**src/rtl/prog_loader.sv**
```systemverilog
`default_nettype none
// ============================================================================
//  Module   : prog_loader
//  Purpose  : Streams a program image received byte-by-byte from the UART
//             receiver into the instruction-memory write port. Assembles
//             little-endian 32-bit words, issues word-addressed write strobes,
//             verifies an 8-bit additive checksum and reports done / error.
//
//  Image    : LEN_LO, LEN_HI (word count N), 4*N data bytes, CSUM
//             CSUM = sum of the data bytes mod 256 (length bytes excluded).
//
//  Ports    : clk         system clock
//             rst         asynchronous active-high reset
//             start_i     one-cycle pulse, arms the loader when not busy
//             rx_data_i   received byte
//             rx_valid_i  one-cycle pulse, rx_data_i valid
//             upg_wen_o   one-cycle write strobe to instruction memory
//             upg_adr_o   word address of the current write
//             upg_dat_o   word data of the current write
//             upg_done_o  level, image written and checksum good
//             upg_err_o   level, load aborted (timeout, length, checksum)
//             busy_o      level, a load is in progress
//
//  Revision : 1.0  initial release
// ============================================================================
module prog_loader #(
    parameter int ADDR_W  = 14,
    parameter int TIMEOUT = 1000000
) (
    input  logic              clk,
    input  logic              rst,
    input  logic              start_i,
    input  logic [7:0]        rx_data_i,
    input  logic              rx_valid_i,
    output logic              upg_wen_o,
    output logic [ADDR_W-1:0] upg_adr_o,
    output logic [31:0]       upg_dat_o,
    output logic              upg_done_o,
    output logic              upg_err_o,
    output logic              busy_o
);

    // Word counter is one bit wider than the address so it can hold N=2^ADDR_W.
    localparam int              c_CW         = ADDR_W + 1;
    localparam int              c_TW         = $clog2(TIMEOUT + 1);
    localparam logic [31:0]     c_MAX_WORDS  = 32'(1) << ADDR_W;
    localparam logic [c_TW-1:0] c_TIMER_LAST = c_TW'(TIMEOUT - 1);

    typedef enum logic [2:0] {
        S_IDLE    = 3'd0,
        S_WAIT_LO = 3'd1,
        S_WAIT_HI = 3'd2,
        S_DATA    = 3'd3,
        S_WAIT_CS = 3'd4,
        S_DONE    = 3'd5,
        S_ERR     = 3'd6
    } state_t;

    state_t          r_state;
    logic [7:0]      r_len_lo;
    logic [15:0]     r_len;
    logic [c_CW-1:0] r_wcnt;    // index of the next word to be written
    logic [23:0]     r_buf;     // byte lanes 0..2; lane 3 goes straight out
    logic [1:0]      r_idx;
    logic [7:0]      r_csum;
    logic [c_TW-1:0] r_timer;

    logic [15:0]     w_len_rx;
    logic            w_len_bad;
    logic [c_CW-1:0] w_wcnt_nxt;
    logic            w_last_word;
    logic            w_timeout;

    assign w_len_rx    = {rx_data_i, r_len_lo};
    assign w_len_bad   = (w_len_rx == 16'd0) || ({16'd0, w_len_rx} > c_MAX_WORDS);
    assign w_wcnt_nxt  = r_wcnt + 1'b1;
    assign w_last_word = (32'(w_wcnt_nxt) == {16'd0, r_len});
    // Timer counts idle cycles since the last byte; this is the last idle
    // cycle allowed before the load is abandoned.
    assign w_timeout   = (r_timer == c_TIMER_LAST);

    always_ff @(posedge clk or posedge rst) begin
        if (rst) begin
            r_state    <= S_IDLE;
            r_len_lo   <= 8'd0;
            r_len      <= 16'd0;
            r_wcnt     <= '0;
            r_buf      <= 24'd0;
            r_idx      <= 2'd0;
            r_csum     <= 8'd0;
            r_timer    <= '0;
            upg_wen_o  <= 1'b0;
            upg_adr_o  <= '0;
            upg_dat_o  <= 32'd0;
            upg_done_o <= 1'b0;
            upg_err_o  <= 1'b0;
            busy_o     <= 1'b0;
        end else begin
            upg_wen_o <= 1'b0;

            case (r_state)
                // Bytes arriving while not busy are dropped, including one
                // coinciding with start_i.
                S_IDLE, S_DONE, S_ERR: begin
                    if (start_i) begin
                        r_state    <= S_WAIT_LO;
                        r_timer    <= '0;
                        upg_done_o <= 1'b0;
                        upg_err_o  <= 1'b0;
                        busy_o     <= 1'b1;
                    end
                end

                // No timeout here: the host may take as long as it likes to
                // begin sending.
                S_WAIT_LO: begin
                    if (rx_valid_i) begin
                        r_len_lo <= rx_data_i;
                        r_timer  <= '0;
                        r_state  <= S_WAIT_HI;
                    end
                end

                S_WAIT_HI: begin
                    if (rx_valid_i) begin
                        r_timer <= '0;
                        r_len   <= w_len_rx;
                        if (w_len_bad) begin
                            r_state   <= S_ERR;
                            upg_err_o <= 1'b1;
                            busy_o    <= 1'b0;
                        end else begin
                            r_state <= S_DATA;
                            r_wcnt  <= '0;
                            r_idx   <= 2'd0;
                            r_csum  <= 8'd0;
                        end
                    end else if (w_timeout) begin
                        r_state   <= S_ERR;
                        upg_err_o <= 1'b1;
                        busy_o    <= 1'b0;
                    end else begin
                        r_timer <= r_timer + 1'b1;
                    end
                end

                S_DATA: begin
                    if (rx_valid_i) begin
                        r_timer <= '0;
                        r_csum  <= r_csum + rx_data_i;
                        r_idx   <= r_idx + 1'b1;
                        case (r_idx)
                            2'd0:    r_buf[7:0]   <= rx_data_i;
                            2'd1:    r_buf[15:8]  <= rx_data_i;
                            2'd2:    r_buf[23:16] <= rx_data_i;
                            default: begin
                                // Word complete: present it with a strobe on
                                // the next cycle; adr/dat then hold until the
                                // following strobe.
                                upg_wen_o <= 1'b1;
                                upg_adr_o <= r_wcnt[ADDR_W-1:0];
                                upg_dat_o <= {rx_data_i, r_buf};
                                r_wcnt    <= w_wcnt_nxt;
                                if (w_last_word) begin
                                    r_state <= S_WAIT_CS;
                                end
                            end
                        endcase
                    end else if (w_timeout) begin
                        // Partial word is simply abandoned; no strobe.
                        r_state   <= S_ERR;
                        upg_err_o <= 1'b1;
                        busy_o    <= 1'b0;
                    end else begin
                        r_timer <= r_timer + 1'b1;
                    end
                end

                S_WAIT_CS: begin
                    if (rx_valid_i) begin
                        r_timer <= '0;
                        busy_o  <= 1'b0;
                        if (rx_data_i == r_csum) begin
                            r_state    <= S_DONE;
                            upg_done_o <= 1'b1;
                        end else begin
                            r_state   <= S_ERR;
                            upg_err_o <= 1'b1;
                        end
                    end else if (w_timeout) begin
                        r_state   <= S_ERR;
                        upg_err_o <= 1'b1;
                        busy_o    <= 1'b0;
                    end else begin
                        r_timer <= r_timer + 1'b1;
                    end
                end

                default: begin
                    r_state <= S_IDLE;
                    busy_o  <= 1'b0;
                end
            endcase
        end
    end

endmodule
`default_nettype wire

```
**config.mk**
```make
export PLATFORM = sky130hd
export DESIGN_NAME = prog_loader
export DESIGN_NICKNAME = d
export VERILOG_FILES = /design/src/rtl/prog_loader.sv
export SDC_FILE = /design/constraint.sdc
export NUM_CORES = 1
export LEC_CHECK = 0
export BUFFER_PORTS_ARGS = -buffer_cell sky130_fd_sc_hd__buf_2
export CORE_MARGIN = 2
export CORE_UTILIZATION = 40
export CTS_CLUSTER_DIAMETER = 40
export DETAILED_ROUTE_END_ITERATION = 10
export GPL_TIMING_DRIVEN = 0
export PLACE_DENSITY = 0.65
export SETUP_SLACK_MARGIN = 0.15
export SLEW_MARGIN = 20
export SYNTH_ARGS = -nofsm -noshare
export SYNTH_HDL_FRONTEND = slang
export SYNTH_SLANG_ARGS = --single-unit
```
**constraint.sdc**
```tcl
create_clock -name clk -period 7.3 [get_ports clk]
set_input_delay 0.73 -clock clk [delete_from_list [all_inputs] [get_ports clk]]
set_output_delay 0.73 -clock clk [all_outputs]
set_load 0.1 [all_outputs]
```
# After elaboration in Yosys (flattened, before gate mapping)

Cells that the tools add are included.
Widths: inputs -> output; s select.

Register bits after elaboration: 146
Bits of input ports: 12
Output and inout port bits: 50
Logic and storage cells: 122

Add/subtract/negate cells: 4
Magnitude comparators: 1
Equal/unequal tests: 25
Mux-type cells: 50
Bitwise operators: 2
Reduce and logical (&&, ||, !) cells: 24

Operator list:

| operator              | count |
|---|---|
| $mux 20               | 4 |
| $mux 15               | 4 |
| $pmux 20 s3           | 1 |
| $pmux 15 s2           | 1 |
| $mux 3                | 9 |
| $mux 8                | 3 |
| $add 20x1->20 const B | 1 |
| $eq 20x20->1 const B  | 1 |
| $reduce_and 4->1      | 5 |
| $mux 1                | 18 |
| $ne 2x2->1 const B    | 9 |
| $eq 15x16->1          | 1 |
| $gt 16x15->1 const B  | 1 |
| $logic_not 16->1      | 1 |
| $pmux 8 s2            | 1 |
| $add 15x1->15 const B | 1 |
| $ne 3x3->1 const B    | 5 |
| $pmux 3 s5            | 1 |
| $reduce_and 3->1      | 4 |
| $reduce_and 5->1      | 2 |
| $eq 3x3->1 const B    | 3 |
| $reduce_or 3->1       | 3 |
| $add 8x8->8           | 1 |
| $eq 8x8->1            | 1 |
| 18 further kinds      | 25 |

# Logic depth before layout (Yosys ltp)

Depth after elaboration: 6
Depth in mapped cells: 10
Gate-level depth less buffers: 9

# Least setup slack after synthesis

No wires, ideal clock.

Path kind: input to register
Start point: in rx_data_i[1]
End point: reg r_csum[7]
Library setup time: 0.069 ns
Arrival time: 2.557 ns
Required time: 7.231 ns
Slack: 4.674 ns
Stages: 8
Buffers on the path: 0
Path through: ha_1 a21o_1 a21oi_1 o21bai_1 a2111o_1 and3_1 or4_1 nand3_1

Word-level cells in the longest chain between the ends: 4
Elaborated cells between the ends (all ways): 8
Classes of those cells: add/sub (1); order compare (1); eq/ne (1); mux (2); reduce/logical (3)

RTL lines:

| element                                          | RTL line | RTL |
|---|---|---|
| from (decl)                                      | 33       | `input logic [7:0] rx_data_i,` |
| $gt 16x15->1 or $logic_not 16->1 (tied branches) | 75       | `assign w_len_bad = (w_len_rx == 16'd0) \|\| ({16'd0, w_len_rx} > c_MAX_WORDS);` |
| $logic_or 1x1->1                                 | 75       |  |
| $ne 2x2->1 (no source line)                      | -        |  |
| $reduce_and 4->1 (no source line)                | -        |  |
| to (signal assigned)                             | 150      | `r_csum <= r_csum + rx_data_i;` |
| to (decl)                                        | 65       | `logic [7:0] r_csum;` |

Several ways; a longest one is shown, not always the timed one. The select of a mux whose other input is x is not followed.
A chain may end at the register's enable or synchronous reset.

# Final worst setup path

Start point: reg r_wcnt[1]
End point: reg r_state[1]

Word-level cells in the longest chain between the ends: 4

RTL lines:

| element                           | RTL line | RTL |
|---|---|---|
| from (decl)                       | 62       | `logic [c_CW-1:0] r_wcnt;` |
| from (signal assigned)            | 163      | `r_wcnt <= w_wcnt_nxt;` |
| $add 15x1->15                     | 76       | `assign w_wcnt_nxt = r_wcnt + 1'b1;` |
| $eq 15x16->1                      | 77       | `assign w_last_word = (32'(w_wcnt_nxt) == {16'd0, r_len});` |
| $ne 3x3->1 (no source line)       | -        |  |
| $reduce_and 4->1 (no source line) | -        |  |
| to (signal assigned)              | 84       | `r_state <= S_IDLE;` |
| to (signal assigned)              | 106      | `r_state <= S_WAIT_LO;` |
| to (signal assigned)              | 120      | `r_state <= S_WAIT_HI;` |
| to (decl)                         | 59       | `state_t r_state;` |

Every way passes these cells.

==> impl.org <==
** CTS
- Gates resized, CTS repair :: 0
- Buffers inserted during clock tree synthesis total 17.
- The clock passes through at most 2 buffers.
- Post-CTS timing repair inserted 0 buffers for setup.
- TritonCTS clock tree :: done
- Buffers inserted to repair hold after CTS numbered 0.
- The H-tree generated during clock tree synthesis spans 4 levels.
- Root buffer selected by CTS :: clkbuf_16
- Count of clock tree sinks :: 146
- The later pin in the worst-skew pair is clocked with a latency of between 0.4 and 0.5 ns.
- Clock edge transition at the registers on the reported setup and hold paths :: 0.06 ns

** Status
- Outcome :: finished, final reports clean

** Detailed routing
- Vias post-DR :: 5,762
- In the routed design, unresolved DRC markers number 0.
- Antenna-violating nets left :: 0
- The final layout contains routed wiring with a total length of 17,300 µm.
- WL per Instance :: 15.8 µm
- Number of violations reported at the end of detailed-routing iteration 0 :: between 400 and 500
- Initial DRT Pass Iterations :: 5
- In the routed layout, each cell is associated on average with a via count of 5.26.

** Yosys
- Most frequent cell after synthesis :: nand2_1
- Cell types with the highest counts after synthesis :: nand2_1, dfrtp_1, nor2_1
- Yosys top cell area share :: 50.2%
- Summed over all instances, the cell type with the most area after synthesis is dfrtp_1.
- Summing the areas of all and, or, nand and nor instances in the mapped netlist gives 22.2% of the synthesized area.
- For this run, the number of Yosys warnings is 0.
- Share of the synthesized area in compound gates (AO/OA/AOI/OAI) :: 10.8%
- Number of synthesized register bits :: 146
- Combinational family with the most area after synthesis :: simple AND/OR/NAND/NOR gates
- Area of the mapped netlist :: approximately 7300 µm²
- Portion of netlist area occupied by mux cells :: under 10%
- Biggest area contributors in the synthesized netlist :: dfrtp_1, nand2_1, mux2_2, xnor2_1, o21ai_0
- Synthesis produced a netlist whose cell count is between 700 and 800.
- The synthesized design contains 0 enable-type register cells.
- Area share of fa/ha/maj cells after synthesis :: 2.51%
- The most used flip-flop cell after synthesis is dfrtp_1.
- The average instance in the mapped netlist occupies 9.41 µm².
- Synthesis produced a netlist with a net count of 799.
- Part of the Yosys area used for sequential elements :: between 50 and 60%
- The synthesized netlist contains 65 unique library cells.
- Of the total synthesized cell area, the portion taken by XOR and XNOR cells is around 3.9%.
- Fraction of registers with async set/reset :: 100%

** Layout
- The finished cells cover 8490 µm².
- 0 antenna diodes ended up in the layout.
- Final core utilization :: 47.4%
- The area growth from synthesis to layout is 16.7%.
- At the end of the flow, the number of nets in the layout was 879.
- Proportion of layout cells with a drive suffix above 1 :: 17.2%

** Critical path
- In this run the worst path has a maximum fanout of 10.
- In this run the critical register-to-register path is launched from r_wcnt[1].
- For this design, the slowest cell found on the critical path is nor3_1.
- Capturing element type of the critical path :: flop
- STA puts the critical path data arrival time at 3.34 ns.
- The most critical setup path has its startpoint at r_wcnt[1].
- The critical path goes through ha_1 -> clkbuf_1 -> nand4_1 -> nor3_1 -> xnor2_1 -> nand4b_1 -> o31ai_4 -> mux2_1.
- Critical Path Source Type :: flop
- Kind of critical path :: flop to flop
- Setup slack of the most critical reg-to-reg path :: about 4.3 ns
- For this run, the slowest stage of the critical path takes 0.54 ns.
- For the worst setup path, the data required time is 7.61 ns.

** Power
- Combinational cells account for 35.0% of the total power.
- VDD sags by at most 0.192 mV.
- Sw Ratio :: roughly 40%
- Relative contribution of sequential cells to total power :: 36.7%
- Total internal power :: 1.88 mW
- Summed over all cells, the static leakage comes to 4.01 nW.
- For this design the total switching power over the nets is approximately 1.2 mW.
- The clock network burns around 28% of the power.
- Power Density :: 365 nW/µm²

** Place
- Number of port buffers :: 60
- Detailed placement ended at an HPWL of 11,900 µm.
- Summing all placed instances gives a cell area of 7900 µm².
- Global placer's final weighted congestion :: 0.864

** Global routing
- GRT Total Usage :: 18.5%
- The total overflow left after global routing is 0.
- Global-route wire length before repair :: roughly 29,000 µm
- The number of global-route vias before repair came to 5,446.
- Maximum number of pins on one net before global-route repair :: 80
- Antenna violations before repair :: 0

** Timing
- Setup violations remaining at the end of the flow were counted as 0.
- Max-slew violation total from the final report :: 0
- Time the final worst path needs with I/O delays and setup :: roughly 3.0 ns
- At the pin with the least slew margin, the transition time is approximately 0.87 ns.
- For the final routed database, the setup TNS stands at 0 ns.
- Timing would allow up to 330 MHz.
- Headroom to the max-slew limit came out at 41.9%.
- The count of final hold-check violations was 0.
- Setup skew after layout :: 0.00829 ns
- Setup repair after global routing missed its margin :: no
- Part of the cycle the worst path needs :: 41.5%

** Die
- Initial Utilization :: between 40 and 50%
- The floorplan step set the die height to 139 µm.
- In this run the horizontal extent of the chip is 139 µm.
- The floorplan has 49 rows.
- In this run the count of I/O pins placed on the die edge is 62.
- The core region is about 18,000 µm².
- The die covers approximately 19,000 µm².

** Worst hold path
- The min-delay analysis places its worst path in the category input port to async pin.

** Job
- Max-cap violations in this run came to 0.
==> worst max-delay path: cells and delay by family, from the launching register on <==
family                   cells  cell delay (ns)
adder cells (fa/ha/maj)      1             0.25
XOR/XNOR                     1             0.23
AO/OA/AOI/OAI                1             0.30
flip-flops                   1             0.45
multiplexers                 1             0.36
buffers and inverters        1             0.36
AND/OR/NAND/NOR              3             0.95
==> state kept, by name, summed over array words and instances, names as in the netlist <==
signal / cells
upg_dat_o: 32
busy_o: 1
r_state: 3
upg_adr_o: 14
r_wcnt: 15
upg_wen_o: 1
upg_err_o: 1
r_timer: 20
r_buf: 24
r_len_lo: 8
r_idx: 2
upg_done_o: 1
r_csum: 8
r_len: 16
==> area by class of cell <==
class / instances / area [µm²]
fillers: 1721 / 9410
plain buffers: 36 / 154
multi-input cells: 570 / 3400
inverters: 21 / 86.3
repair buffers: 61 / 328
clock inverters: 13 / 146
clock buffers: 19 / 443
flip-flops and latches: 146 / 3650
well taps: 229 / 287
==> cells in the final DEF, fill, tap and decap left out, drive strengths merged, types with 2 or more instances in the layout <==
cell	synthesis	layout
nor3	10	10
a211oi	2	2
o21ai	49	49
clkbuf	28	47
o21bai	3	3
or2	5	5
a21o	4	4
nor2b	6	6
dfrtp	146	146
a21oi	25	25
clkinvlp	0	2
nand2b	8	8
clkinv	1	4
and4b	2	2
nor2	42	42
and4	3	3
buf	8	69
xnor2	24	24
mux2i	6	6
and3	6	6
nor4	12	12
o211ai	3	3
o2bb2ai	3	3
and2	7	7
xor2	8	8
mux2	41	41
inv	20	26
a31oi	17	17
nand2	196	196
o31ai	7	7
a221oi	2	2
or3	8	8
nand4b	3	3
nand4	10	10
bufinv	0	2
ha	13	13
nor4b	5	5
or4	3	3
nand3	18	18
==> power groups by stage <==
stage | registers (mW) | logic [mW] | clock network (mW)
2_1_floorplan | 1.38 | 0.610 | 0
3_3_place_gp | 1.14 | 1.06 | 0
3_5_place_dp | 1.15 | 1.08 | 0
4_1_cts | 1.14 | 1.09 | 0.893
5_1_grt | 1.16 | 1.18 | 0.927
6_report | 1.14 | 1.08 | 0.879
==> stage by stage <==
step	worst slack, ns	hold slack, ns	power [mW]	cells
finish	4.27	0.339	3.10	1095
global route	4.00	0.369	3.28	1095
CTS	4.30	0.365	3.12	1095
detailed placement	4.18	0.449	2.23	1063
global placement	0.860	0.440	2.21	1062
floorplan	2.65	0.433	1.99	773
==> metal layers <==
metal	global-route usage [%]	share of wire (%)	wire, µm
met5	0	0	0
met4	5.79	1.5	259
met3	4.66	3.6	630
met2	29.1	47	8060
met1	25.4	48	8330
==> cell families after synthesis <==
family	after synthesis
adders and majority gates	14
muxes	47
AOI/OAI and AO/OA	128
DFF	146
and+or+nand+nor	349
xor gates and xnor gates	32
buffers and inverters	57
==> worst paths after layout <==
kind | endpoint | depth (start not counted)
max in group asynchronous | r_buf[14] | 3
max | r_state[1] | 8
max reg2reg | r_state[1] | 8
min reg2reg | upg_dat_o[8] | 2
min | upg_adr_o[11] | 2
min in group clk | upg_dat_o[8] | 2
Power figures use the tool's default switching activity.
